### config.mk
export PLATFORM = sky130hd
export DESIGN_NAME = itch_msg_serializer
export DESIGN_NICKNAME = d
export VERILOG_FILES = /design/src/rtl/itch_pkg.sv /design/src/rtl/itch_msg_serializer.sv
export SDC_FILE = /design/constraint.sdc
export NUM_CORES = 1
export LEC_CHECK = 0
export CAP_MARGIN = 10
export CORE_MARGIN = 5
export CORE_UTILIZATION = 57
export CTS_CLUSTER_SIZE = 30
export DETAILED_ROUTE_END_ITERATION = 8
export DONT_BUFFER_PORTS = 1
export PLACE_DENSITY = 0.72
export REMOVE_ABC_BUFFERS = 1
export SETUP_SLACK_MARGIN = 0.3
export SLEW_MARGIN = 10
export SYNTH_ARGS = -nofsm -noshare
export SYNTH_HDL_FRONTEND = slang
export SYNTH_SLANG_ARGS = --single-unit
### constraint.sdc
create_clock -name clk -period 2.5 [get_ports clk]
set_input_delay 0.25 -clock clk [delete_from_list [all_inputs] [get_ports clk]]
set_output_delay 0.25 -clock clk [all_outputs]
set_load 0.02 [all_outputs]
### src/rtl/itch_pkg.sv
// Shared types and constants for the ITCH transmit path.
// Holds the serializer state encoding and the header geometry.
package itch_pkg;

    typedef enum logic [1:0] {
        IDLE,
        LEN_HI,
        LEN_LO,
        PAYLOAD
    } itch_tx_state_t;

    localparam int unsigned ITCH_HDR_BYTES = 3;
    localparam int unsigned ITCH_LEN_W     = 16;

endpackage

### src/rtl/itch_msg_serializer.sv
// Serialises one ITCH message per header handshake: type, length (big-endian), payload.
// Single registered output stage with backpressure; back-to-back messages need no bubble.
module itch_msg_serializer
    import itch_pkg::*;
#(
    parameter int unsigned MAX_PAYLOAD = 1500,
    parameter int unsigned CNT_W       = 32
) (
    input  logic                  clk,
    input  logic                  rst,
    input  logic                  hdr_valid,
    output logic                  hdr_ready,
    input  logic [7:0]            hdr_type,
    input  logic [ITCH_LEN_W-1:0] hdr_len,
    input  logic [7:0]            pl_data,
    input  logic                  pl_valid,
    output logic                  pl_ready,
    output logic [7:0]            tx_data,
    output logic                  tx_valid,
    input  logic                  tx_ready,
    output logic                  tx_last,
    output logic                  busy,
    output logic                  msg_done,
    output logic                  err_oversize,
    output logic [CNT_W-1:0]      msg_count
);

    itch_tx_state_t        state_q, state_d;
    logic [ITCH_LEN_W-1:0] len_q, len_d;
    logic [ITCH_LEN_W-1:0] remaining_q, remaining_d;
    logic [7:0]            tx_data_q, tx_data_d;
    logic                  tx_valid_q, tx_valid_d;
    logic                  tx_last_q, tx_last_d;
    logic                  msg_done_q, msg_done_d;
    logic                  err_q, err_d;
    logic [CNT_W-1:0]      msg_count_q, msg_count_d;

    logic out_free;
    logic last_hs;

    // The output register can take a new byte when empty or when its byte leaves this cycle.
    assign out_free = !tx_valid_q || tx_ready;
    assign last_hs  = tx_valid_q && tx_ready && tx_last_q;

    always_comb begin
        state_d     = state_q;
        len_d       = len_q;
        remaining_d = remaining_q;
        tx_data_d   = tx_data_q;
        tx_valid_d  = tx_valid_q;
        tx_last_d   = tx_last_q;
        err_d       = 1'b0;
        hdr_ready   = 1'b0;
        pl_ready    = 1'b0;
        msg_done_d  = last_hs;
        msg_count_d = last_hs ? msg_count_q + CNT_W'(1) : msg_count_q;

        if (out_free) begin
            tx_valid_d = 1'b0;
        end

        case (state_q)
            IDLE: begin
                hdr_ready = out_free;
                if (hdr_valid && out_free) begin
                    if (32'(hdr_len) > MAX_PAYLOAD) begin
                        err_d = 1'b1;
                    end else begin
                        len_d      = hdr_len;
                        tx_data_d  = hdr_type;
                        tx_valid_d = 1'b1;
                        tx_last_d  = 1'b0;
                        state_d    = LEN_HI;
                    end
                end
            end
            LEN_HI: begin
                if (out_free) begin
                    tx_data_d  = len_q[15:8];
                    tx_valid_d = 1'b1;
                    tx_last_d  = 1'b0;
                    state_d    = LEN_LO;
                end
            end
            LEN_LO: begin
                if (out_free) begin
                    tx_data_d   = len_q[7:0];
                    tx_valid_d  = 1'b1;
                    tx_last_d   = (len_q == '0);
                    remaining_d = len_q;
                    state_d     = (len_q == '0) ? IDLE : PAYLOAD;
                end
            end
            PAYLOAD: begin
                pl_ready = out_free;
                if (pl_valid && out_free) begin
                    tx_data_d  = pl_data;
                    tx_valid_d = 1'b1;
                    tx_last_d  = (remaining_q == ITCH_LEN_W'(1));
                    if (remaining_q != '0) begin
                        remaining_d = remaining_q - ITCH_LEN_W'(1);
                    end
                    if (remaining_q <= ITCH_LEN_W'(1)) begin
                        state_d = IDLE;
                    end
                end
            end
            default: state_d = IDLE;
        endcase
    end

    always_ff @(posedge clk) begin
        if (rst) begin
            state_q     <= IDLE;
            len_q       <= '0;
            remaining_q <= '0;
            tx_data_q   <= '0;
            tx_valid_q  <= 1'b0;
            tx_last_q   <= 1'b0;
            msg_done_q  <= 1'b0;
            err_q       <= 1'b0;
            msg_count_q <= '0;
        end else begin
            state_q     <= state_d;
            len_q       <= len_d;
            remaining_q <= remaining_d;
            tx_data_q   <= tx_data_d;
            tx_valid_q  <= tx_valid_d;
            tx_last_q   <= tx_last_d;
            msg_done_q  <= msg_done_d;
            err_q       <= err_d;
            msg_count_q <= msg_count_d;
        end
    end

    assign tx_data      = tx_data_q;
    assign tx_valid     = tx_valid_q;
    assign tx_last      = tx_last_q;
    assign msg_done     = msg_done_q;
    assign err_oversize = err_q;
    assign msg_count    = msg_count_q;
    assign busy         = (state_q != IDLE) || tx_valid_q;

endmodule

; ---- Word level (Yosys, flattened, before mapping)
; Index checks and enable logic that the tools add are counted.
[word_totals]
reg_bits = 78
out_inout_bits = 47
elab_cells = 78
[classes]
addsub = 2
n_lt_le_gt_ge = 2
n_eq_ne = 11
mux = 33
n_bitwise = 3
reduce_logical = 18
[op_table]
columns = op, n
row1 = 2-to-1 mux 16 bit, 3
row2 = 2-to-1 mux 8 bit, 5
row3 = adder 32 x 1 -> 32 bit (second input constant), 1
row4 = one-hot mux 16 bit (2 select lines), 1
row5 = one-hot mux 8 bit (4 select lines), 1
row6 = equality test 16 x 1 -> 1 bit (second input constant), 1
row7 = greater-than comparator 16 x 11 -> 1 bit (second input constant), 1
row8 = <= comparator 16 x 1 -> 1 bit (second input constant), 1
row9 = zero test 16 bit, 1
row10 = nonzero test 16 bit, 1
row11 = subtractor 16 x 1 -> 16 bit (second input constant), 1
row12 = 2-to-1 mux 2 bit, 7
row13 = != test 2 bit (second input constant), 7
row14 = 2-to-1 mux 1 bit, 13
row15 = one-hot mux 2 bit (4 select lines), 1
row16 = AND reduction 6 bit, 1
row17 = AND reduction 5 bit, 1
row18 = equality test 2 bit (second input constant), 2
row19 = logical AND 1 bit, 4
row20 = one-hot mux 1 bit (4 select lines), 1
row21 = AND reduction 4 bit, 1
row22 = nonzero test 2 bit, 2
row23 = inverter 1 bit, 3
row24 = one-hot mux 1 bit (3 select lines), 1
row25 = other kinds (7), 8

; ---- Depth between registers and ports, before layout
; Gate-level depths: netlist of the first run.
[logic_depth]
word_depth = 6
ltp_mapped = 8
mapped_depth_nobuf = 7

; ---- Least setup slack after synthesis of the first run
; OpenSTA, ideal clock, no wires.
[synth_timing]
path_type = reg-to-reg
start = reg remaining_q[0]
end = reg state_q[0]
t_arrival_ns = 2.331
required_ns = 2.378
path_slack_ns = 0.047
stages_incl_launch_ff = 8
path_buffers = 0
period_less_slack_ns = 2.453
path_cell_list = dfxtp_1 -> inv_1 -> ha_1 -> or3b_2 -> or4_4 -> or4_4 -> and3_1 -> a221o_1
[synth_between]
elab_chain_cells = 3
[synth_lines]
columns = item, line_no
row1 = "start, declared", itch_msg_serializer.sv:30  ; logic [ITCH_LEN_W-1:0] remaining_q, remaining_d;
row2 = "start signal, assigned", itch_msg_serializer.sv:126  ; remaining_q <= remaining_d;
row3 = <= comparator 16 x 1 -> 1 bit, itch_msg_serializer.sv:103  ; if (remaining_q <= ITCH_LEN_W'(1)) begin
row4 = != test 2 bit (no source line), --
row5 = AND reduction 6 bit (no source line), --
row6 = "end signal, assigned", itch_msg_serializer.sv:124  ; state_q <= state_d;
row7 = "end, declared", itch_msg_serializer.sv:28  ; itch_tx_state_t state_q, state_d;
; Every way passes these cells.
; A chain may end at the register's enable or synchronous reset.

; ---- Final worst setup path of the first run
[layout_timing]
start = reg remaining_q[5]
end = reg state_q[0]
; Same word-level chain as after synthesis.

==> metrics.md, run 1 <==
| Metric | Value |
|---|---|
| Status | `completed` |
| CP Launch Type | `flop` |
| Syn Area/Cell | `8.48 µm²` |
| Final hold viol count | `0` |
| Global-route wire length before repair | `17,600 µm` |
| I/O pin cnt | `84` |
| Fmax | `427 MHz` |
| Crit path required time | `2720 ps` |
| Worst EP arrival | `2560 ps` |
| Unrepaired setup endpoints after global routing | `yes` |
| Worst Setup End Kind | `flop` |
| Residual DRC count | `0` |
| Synth unique cells | `58` |
| Fin. max-slew vios | `0` |
| Die width | `94.6 µm` |
| Yosys reg bits | `78` |
| Post-synth ARST share | `0%` |
| Relative slew slack | `64.4%` |
| Row count | `30` |
| Tcrit/Tclk final | `93.7%` |
| Clock skew | `11.4 ps` |
| Average vias per placed instance | `6.30` |
| Drt wl/cell | `17.7 µm` |
| Final worst slack | `158 ps` |
| Routed WL | `10,700 µm` |
| CTS buffer count | `9` |
| Post-Layout Cell Count | `603` |
| Initial antenna violation count | `0` |
| Hold WS | `34.0 ps` |
| Crit path max fanout | `2` |
| Syn Inst Count | `481` |
| Grt ovf | `0` |
| Post-layout minimum cycle time | `2340 ps` |
| DRT Pass-1 Iters | `5` |
| Total of max-cap violations | `0` |
| Routability congestion estimate | `0.875` |
| Synth warn | `0` |
| Sink Count | `78` |
| Via count | `3,799` |
| Clk buf depth | `2` |
| P_leak | `1.64 nW` |
| Final nets | `545` |
| Share of layout cells above drive strength 1 | `15.8%` |
| Top_reg_cell synth | `dfxtp_1` |
| Die height | `94.6 µm` |
| Worst-margin pin slew | `531 ps` |
| Worst slack at placement | `81.5 ps` |
| Seq/Total Area, Yosys | `38.3%` |
| Pin count of the biggest net entering global routing | `62` |
| Starting Density | `59.4%` |
| Design area | `4650 µm²` |
| Power Dens Cells | `510 nW/µm²` |
| Worst skew pair latency | `340 ps` |
| Htree depth | `3` |
| Mapped Area | `4080 µm²` |
| Power Total | `2.37 mW` |
| CTS root buf | `clkbuf_8` |
| Detail Placement HPWL | `7480 µm` |
| ANT nets after route | `0` |
| First DRT Iteration DRCs | `250` |
| Port-buffer cells | `0` |
| N_diodes | `0` |
| Area Growth Syn to Fin | `14.1%` |
| Setup TNS | `0 ps` |
| Final setup violation count | `0` |
| GRT Util Overall | `24.5%` |
| EDFF count, synth | `0` |
| Inst Count DP | `586` |
| Total die area | `8950 µm²` |
| Max VDD drop | `0.277 mV` |
| HP Class | `in -> reg` |
| Final core occ | `67.8%` |
| Number of global-route vias before repair | `3,594` |
| Clock-pin slew on the worst setup and hold paths | `80 ps` |
| Critical Setup Path Class | `reg -> reg` |
| CTS tree | `built` |
| Placed Area | `4370 µm²` |
| Core Area | `6870 µm²` |
routing by layer:
metal / vias to the layer above / routed length (µm) / share of wire [%] / global-route usage [%]
li1: 1826 / - / - / -
met1: 1803 / 4350 / 41 / 30.2
met2: 147 / 5180 / 49 / 41.1
met3: 23 / 906 / 8.5 / 6.61
met4: 0 / 236 / 2.2 / 8.53
met5: - / 0 / 0 / 0
layout make-up:
type / instances / area, µm²
multi-input combinational: 370 / 2430
fill: 574 / 2210
clock inverter: 4 / 73.8
sequential: 78 / 1570
clock buffer: 10 / 128
tap: 96 / 120
inverter: 6 / 22.5
timing repair buffer: 39 / 313
state kept, by name (all words and copies together), names as in the netlist:
name	count
msg_count	32
len_q	16
remaining_q	16
tx_data	8
state_q	2
err_oversize	1
msg_done	1
tx_last	1
tx_valid	1
worst max-delay path: stages, from the launching register on:
cell and delay, ps:
dfxtp_4 350, or4_4 510, or4_4 530, or4_4 430, and3_1 160, a221o_1 250
cell usage in the layout (no fill, tap or decap), types with 3 or more instances in the layout:
master	count
or3_1	4
mux4_2	8
or4_4	5
ha_1	3
nor2b_1	11
xor2_1	13
dfxtp_1	75
and3_1	9
nor4_1	12
a211oi_1	5
nand3_1	30
nand4_1	10
mux2i_1	12
nor3_1	14
inv_1	4
o32ai_1	4
and4_1	6
and2_1	6
o21ai_0	17
nand2_1	38
xnor2_1	14
clkbuf_8	9
nor2_1	59
nand2b_1	6
o311ai_0	8
buf_4	38
o31ai_1	4
a2bb2oi_1	8
a21oi_1	25
power by group:
| group | internal, mW | total [mW] | switching, mW |
|---|---|---|---|
| clock network | 0.552 | 0.990 | 0.438 |
| registers | 1.25 | 1.26 | 0.0143 |
| logic | 0.0551 | 0.121 | 0.0663 |
Yosys cell counts, drive strengths merged, types with 2 or more instances:
library cell | number | area share (%)
a211oi | 6 | 1.1
a21o | 2 | 0.37
a21oi | 25 | 3.1
a22o | 2 | 0.43
a2bb2oi | 8 | 1.7
and2 | 6 | 0.92
and3 | 9 | 1.4
and4 | 6 | 1.3
buf | 4 | 0.43
clkbuf | 23 | 2.1
dfxtp | 78 | 38
ha | 4 | 1.2
inv | 6 | 0.55
mux2i | 12 | 2.9
mux4 | 8 | 4.4
nand2 | 38 | 3.5
nand2b | 6 | 0.92
nand3 | 30 | 3.7
nand4 | 10 | 1.5
nand4b | 2 | 0.43
nor2 | 59 | 5.4
nor2b | 11 | 1.7
nor3 | 14 | 1.7
nor3b | 2 | 0.37
nor4 | 14 | 2.1
o21ai | 19 | 2.3
o311ai | 8 | 1.7
o31a | 3 | 0.67
o31ai | 4 | 0.74
o32ai | 4 | 0.86
or3 | 5 | 0.80
or4 | 7 | 1.6
xnor2 | 14 | 3.0
xor2 | 13 | 2.8
logic make-up (layout without fill, tap and decap cells):
| logic type | after synthesis | count (layout) | share of synthesized area, % |
|---|---|---|---|
| xor+xnor | 27 | 27 | 5.80 |
| simple gates | 225 | 225 | 28.6 |
| buf+inv | 33 | 59 | 3.10 |
| flops | 78 | 78 | 38.3 |
| fa+ha+maj | 4 | 4 | 1.23 |
| compound gates | 94 | 94 | 15.7 |
| mux | 20 | 20 | 7.36 |
timing repair:
item / in CTS / in global routing
setup endpoints to repair: 2 / 13
resized for setup: 5 / 9
endpoints found under the hold margin: 61 / 0
pin swaps: 1 / 0
hold buffers: 1 / 0
setup buffers: 2 / 0
final timing paths:
check | start | to | slack, ps | depth (start not counted)
worst max-delay path | remaining_q[5] | state_q[0] | 160 | 5
worst min register to register | remaining_q[7] | remaining_q[7] | 510 | 2
worst min-delay path | rst | state_q[1] | 30 | 1
worst max register to register | remaining_q[5] | state_q[0] | 160 | 5
Power figures use the tool's default switching activity.
==> inputs of run 2 (changes only) <==
HOLD_SLACK_MARGIN = 0.15   (was unset)
REMOVE_ABC_BUFFERS = unset   (was 1)
==> run 2 against run 1 <==
Sequential cell count is the same. Clock power grew 8%. Power grew 4.3%. Core utilization grew 2.3 points. Register-to-register slack is essentially flat. Clock skew shrank 3.3 ps. Global-route usage grew 1.8 points. Non-clock buffer count grew 12. Critical path type unchanged. Critical endpoint unchanged.
==> metrics.md, run 2 (synthesis gave the netlist of run 1 again) <==
| Metric | Value |
|---|---|
| Status | `completed (unchanged)` |
| Fmax | `425 MHz (was 427 MHz)` |
| Grt ovf | `0 (unchanged)` |
| Initial antenna violation count | `0 (unchanged)` |
| P_leak | `1.70 nW (was 1.64 nW)` |
| Worst skew pair latency | `350 ps (was 340 ps)` |
| Starting Density | `59.4% (unchanged)` |
| Area Growth Syn to Fin | `17.9% (was 14.1%)` |
| N_diodes | `0 (unchanged)` |
| Detail Placement HPWL | `7860 µm (was 7480 µm)` |
| Relative slew slack | `63.1% (was 64.4%)` |
| Sink Count | `78 (unchanged)` |
| I/O pin cnt | `84 (unchanged)` |
| Htree depth | `3 (unchanged)` |
| Share of layout cells above drive strength 1 | `16.1% (was 15.8%)` |
| Worst-margin pin slew | `553 ps (was 531 ps)` |
| Final setup violation count | `0 (unchanged)` |
| Via count | `3,864 (was 3,799)` |
| Die height | `94.6 µm (unchanged)` |
| Commonest non-fill, non-tap cell in the layout | `dfxtp_1 (unchanged)` |
| Final hold viol count | `0 (unchanged)` |
| CTS root buf | `clkbuf_8 (unchanged)` |
| Pin count of the biggest net entering global routing | `76 (was 62)` |
| Max reg flops | `32 (unchanged)` |
| Clk buf depth | `2 (unchanged)` |
| Unrepaired setup endpoints after global routing | `yes (unchanged)` |
| Routed WL | `11,600 µm (was 10,700 µm)` |
| Critical Setup Path Class | `reg -> reg (unchanged)` |
| Global-route wire length before repair | `18,600 µm (was 17,600 µm)` |
| CP Launch Type | `flop (unchanged)` |
| Setup TNS | `0 ps (unchanged)` |
| DRT Pass-1 Iters | `5 (unchanged)` |
| Worst Setup End Kind | `flop (unchanged)` |
| Syn_nets | `522` |
| Final core occ | `70.0% (was 67.8%)` |
| Most frequent cells in the layout | `dfxtp_1, nor2_1, nand2_1, buf_4, nand3_1 (unchanged)` |
| Fin. max-slew vios | `0 (unchanged)` |
| GRT Util Overall | `26.2% (was 24.5%)` |
| Number of global-route vias before repair | `3,718 (was 3,594)` |
| CTS tree | `built (unchanged)` |
| Post-layout minimum cycle time | `2350 ps (was 2340 ps)` |
| Fillers | `549 (was 574)` |
| HP Class | `in -> reg (unchanged)` |
| Final nets | `557 (was 545)` |
| Tcrit/Tclk final | `94.1% (was 93.7%)` |
| Max VDD drop | `0.474 mV (was 0.277 mV)` |
| Average vias per placed instance | `6.26 (was 6.30)` |
| Worst EP arrival | `2600 ps (was 2560 ps)` |
| ANT nets after route | `0 (unchanged)` |
| Total die area | `8950 µm² (unchanged)` |
| Crit path max fanout | `3 (was 2)` |
| Power Dens Cells | `515 nW/µm² (was 510 nW/µm²)` |
| Die width | `94.6 µm (unchanged)` |
| Core Area | `6870 µm² (unchanged)` |
| CTS buffer count | `9 (unchanged)` |
| Crit path required time | `2750 ps (was 2720 ps)` |
| Routability congestion estimate | `0.843 (was 0.875)` |
| Clock-pin slew on the worst setup and hold paths | `90 ps (was 80 ps)` |
| Drt wl/cell | `18.8 µm (was 17.7 µm)` |
| Residual DRC count | `0 (unchanged)` |
| First DRT Iteration DRCs | `410 (was 250)` |
| Total of max-cap violations | `0 (unchanged)` |
| Clock skew | `8.08 ps (was 11.4 ps)` |
| Row count | `30 (unchanged)` |
| Port-buffer cells | `0 (unchanged)` |
-- run 2: changes by cell type in the layout (fill, tap and decap cells not counted), sizes merged --
cell,delta
dlygate4sd3,+13
buf,-1
clkinv,+1
inv,+1
-- run 2: final cells by class --
type	count	area, µm²	area share (%)
tap	96	120	2.50
clock inverter	6	95.1	1.98
inverter	6	27.5	0.572
multi-input combinational	370	2430	50.5
clock buffer	10	128	2.65
timing repair buffer	51	435	9.05
sequential	78	1580	32.8
-- run 2: metrics by stage --
stage / hold slack, ps / power, mW / cell area, µm² / std cells / worst slack (ps)
detailed placement: 334 / 1.39 / 4330 / 577 / 130
floorplan: 397 / 1.39 / 4100 / 481 / 205
global placement: 332 / 1.39 / 4330 / 577 / 148
finish: 164 / 2.48 / 4810 / 617 / 147
CTS: 161 / 2.49 / 4740 / 611 / 151
global route: 180 / 2.57 / 4810 / 617 / 102
-- run 2: worst max-delay path, stage by stage, from the launching register on --
cell and delay [ps]:
dfxtp_2 330, or4_4 530, or4_4 540, or4_4 440, and3_1 160, a221o_1 250
-- run 2: path summary, 6_finish.rpt --
path / from / end / slack (ps) / cells after the start
setup / recovery: remaining_q[10] / state_q[0] / 150 / 5
setup reg to reg: remaining_q[10] / state_q[0] / 150 / 5
hold reg to reg: remaining_q[7] / remaining_q[7] / 510 / 2
hold / removal: rst / tx_data[5] / 160 / 3
-- run 2: power by group --
group	internal [mW]	total, mW	leakage [nW]	switching, mW
logic	0.0685	0.143	0.958	0.0747
clock network	0.572	1.07	0.111	0.499
registers	1.25	1.26	0.633	0.0160
total	1.89	2.48	1.70	0.590
-- run 2: repair_timing --
action | CTS | global route
hold buffers | 14 | 0
gates cloned | 0 | 0
setup buffers | 4 | 6
setup endpoints to repair | 2 | 20
pin swaps | 2 | 2
endpoints found under the hold margin | 72 | 0
gates resized for setup | 4 | 8
-- run 2: routing by layer --
layer / vias up / routed length [µm] / global-route usage [%]
li1: 1853 / - / -
met1: 1834 / 4920 / 33.2
met2: 157 / 5480 / 42.4
met3: 20 / 989 / 7.65
met4: 0 / 195 / 9.86
met5: - / 0 / 0
==> inputs of run 3 (changes only) <==
--- a/config.mk
+++ b/config.mk
@@ -7,6 +7,8 @@
 export LEC_CHECK = 0
 export CAP_MARGIN = 10
+export CELL_PAD_IN_SITES_DETAIL_PLACEMENT = 0
+export CELL_PAD_IN_SITES_GLOBAL_PLACEMENT = 1
 export CORE_MARGIN = 5
-export CORE_UTILIZATION = 57
+export CORE_UTILIZATION = 42
 export CTS_CLUSTER_SIZE = 30
 export DETAILED_ROUTE_END_ITERATION = 8
@@ -15,5 +17,5 @@
 export PLACE_DENSITY = 0.72
 export SETUP_SLACK_MARGIN = 0.3
-export SLEW_MARGIN = 10
+export SLEW_MARGIN = 5
 export SYNTH_ARGS = -nofsm -noshare
 export SYNTH_HDL_FRONTEND = slang
==> constraint.sdc (replaced) <==
create_clock -name clk -period 2.5 [get_ports clk]
set_input_delay 0.375 -clock clk [delete_from_list [all_inputs] [get_ports clk]]
set_output_delay 0.375 -clock clk [all_outputs]
set_load 0.02 [all_outputs]
==> run 3 against run 2 <==
Final cell count up 4.7%. Global-route usage shrank 5.4 points. Core utilization is 20 points lower. Wire length increased by 2.3%. Hold slack worse by 1.5 ps. Die area increased by 32%. Final area is 0.23% higher. Combinational power down 8%. Power fell by 0.34%. Clock power is essentially flat. Via count down 1.9%. Sequential cell count is the same. Critical path type unchanged. Largest cell class unchanged.
==> metrics.md, run 3 (synthesis gave the netlist of run 1 again) <==
| Metric | Value |
|---|---|
| Die height | `109 µm (was 94.6 µm)` |
| Core Area | `9640 µm² (was 6870 µm²)` |
| Worst EP arrival | `2590 ps (was 2600 ps)` |
| Worst Setup End Kind | `flop (unchanged)` |
| Hold WS | `162 ps (was 164 ps)` |
| Setup TNS | `0 ps (unchanged)` |
| Starting Density | `42.3% (was 59.4%)` |
| Fmax | `427 MHz (was 425 MHz)` |
| Port-buffer cells | `0 (unchanged)` |
| Crit path required time | `2750 ps (about the same)` |
| Commonest non-fill, non-tap cell in the layout | `dfxtp_1 (unchanged)` |
| Worst skew pair latency | `370 ps (was 350 ps)` |
| Syn_nets | `522 (unchanged)` |
| Tcrit/Tclk final | `93.7% (was 94.1%)` |
| Clock skew | `10.5 ps (was 8.08 ps)` |
| CP Launch Type | `flop (unchanged)` |
| Total of max-cap violations | `0 (unchanged)` |
| Die width | `109 µm (was 94.6 µm)` |
| Worst path slowest cell | `or4_4 (unchanged)` |
| CTS buffer count | `9 (unchanged)` |
| ANT nets after route | `0 (unchanged)` |
| Total die area | `11,800 µm² (was 8950 µm²)` |
| WP buf/inv | `0 (unchanged)` |
| Inst Count DP | `618 (was 577)` |
| Relative slew slack | `58.0% (was 63.1%)` |
| N_diodes | `0 (unchanged)` |
| Initial antenna violation count | `1 (was 0)` |
| Clock-pin slew on the worst setup and hold paths | `80 ps (was 90 ps)` |
| Max VDD drop | `0.247 mV (was 0.474 mV)` |
| Htree depth | `3 (unchanged)` |
| Final worst slack | `158 ps (was 147 ps)` |
| Pin count of the biggest net entering global routing | `65 (was 76)` |
| Routed WL | `11,900 µm (was 11,600 µm)` |
| Worst slack at placement | `121 ps (was 130 ps)` |
| First DRT Iteration DRCs | `269 (was 410)` |
| GRT Util Overall | `20.9% (was 26.2%)` |
| Critical Path, Cell by Cell | `or4_4 -> or4_4 -> or4_4 -> and3_4 -> a221o_1 (was or4_4 -> or4_4 -> or4_4 -> and3_1 -> a221o_1)` |
| Drt wl/cell | `18.4 µm (was 18.8 µm)` |
| Most frequent cells in the layout | `dfxtp_1, nor2_1, nand2_1, buf_4, nand3_1 (unchanged)` |
| Detail Placement HPWL | `8420 µm (was 7860 µm)` |
| Average vias per placed instance | `5.87 (was 6.26)` |
| Grt ovf | `0 (unchanged)` |
| Post-Layout Cell Count | `646 (was 617)` |
| HP Class | `in -> reg (unchanged)` |
| Slowest cell delay on critical path | `530 ps (was 540 ps)` |
| Clk buf depth | `2 (unchanged)` |
| P_leak | `1.67 nW (was 1.70 nW)` |
| CP top delay family | `simple AND/OR/NAND/NOR gates (unchanged)` |
| Residual DRC count | `0 (unchanged)` |
| Crit path max fanout | `2 (was 3)` |
| Power Dens Cells | `512 nW/µm² (was 515 nW/µm²)` |
| Worst-margin pin slew | `629 ps (was 553 ps)` |
| CTS root buf | `clkbuf_8 (unchanged)` |
| Post-layout minimum cycle time | `2340 ps (was 2350 ps)` |
| Row count | `36 (was 30)` |
| Max reg flops | `32 (unchanged)` |
| Final setup violation count | `0 (unchanged)` |
| Final hold viol count | `0 (unchanged)` |
| Fin. max-slew vios | `0 (unchanged)` |
| Final core occ | `50.0% (was 70.0%)` |
| Number of global-route vias before repair | `3,658 (was 3,718)` |
| Status | `completed (unchanged)` |
| Via count | `3,791 (was 3,864)` |
| Most common cell on crit path | `or4_4 (unchanged)` |
| Critical Setup Path Class | `reg -> reg (unchanged)` |
| Routability congestion estimate | `0.839 (was 0.843)` |
| Area Growth Syn to Fin | `18.2% (was 17.9%)` |
| Global-route wire length before repair | `19,100 µm (was 18,600 µm)` |
| Final nets | `549 (was 557)` |
| Share of layout cells above drive strength 1 | `17.3% (was 16.1%)` |
| CTS tree | `built (unchanged)` |
| I/O pin cnt | `84 (unchanged)` |
| DRT Pass-1 Iters | `6 (was 5)` |
| Sink Count | `78 (unchanged)` |
| Unrepaired setup endpoints after global routing | `yes (unchanged)` |
## run 3: cell count changes in the layout (fill, tap and decap cells not counted), sizes merged
cell	delta
dlygate4sd3	-8
clkbuf	+1
inv	-1
## run 3: worst register-to-register path, delay by kind of cell, from the launching register on
| kind | cells | cell delay, ps |
|---|---|---|
| DFF | 1 | 330 |
| and+or+nand+nor | 4 | 1660 |
| AOI/OAI and AO/OA | 1 | 240 |
## run 3: where the power goes
group	switching [mW]	total, mW	leakage, nW	internal [mW]
clock	0.481	1.07	0.113	0.592
sequential	0.0162	1.26	0.632	1.25
combinational	0.0701	0.132	0.929	0.0618
total	0.567	2.47	1.67	1.90
## run 3: cell type report
| cell class | instances | area, µm² |
|---|---|---|
| multi-input cells | 370 | 2460 |
| fillers | 964 | 4820 |
| clock buffers | 11 | 141 |
| flip-flops and latches | 78 | 1570 |
| repair buffers | 43 | 368 |
| well taps | 133 | 166 |
| inverters | 6 | 25.0 |
| clock inverters | 5 | 82.6 |
## run 3: path summary, 6_finish.rpt
path	cells after the start	startpoint	endpoint	slack, ps
setup / recovery	5	remaining_q[10]	state_q[0]	160
hold / removal	2	hdr_len[2]	len_q[2]	160
setup reg to reg	5	remaining_q[10]	state_q[0]	160
hold reg to reg	2	remaining_q[1]	remaining_q[1]	490
## run 3: timing repair
| action | 4_1_cts | 5_1_grt |
|---|---|---|
| hold buffers | 6 | 0 |
| gates resized for setup | 6 | 10 |
| hold endpoints to repair | 64 | 0 |
| pin swaps | 2 | 2 |
| endpoints found under the setup margin | 2 | 24 |
| setup buffers | 5 | 1 |
## run 3: stage by stage
step,power (mW),instance area (µm²)
3_3_place_gp,1.39,4420
3_5_place_dp,1.40,4420
2_1_floorplan,1.39,4100
6_report,2.47,4820
4_1_cts,2.50,4770
5_1_grt,2.58,4820
## run 3: per-layer routing
layer  vias to the layer above  wire [µm]  track usage (%)
met3                        16       1130             7.22
met1                      1803       5140             27.3
li1                       1834          -                -
met5                         -         12                0
met4                         2        189             7.66
met2                       136       5390             31.9
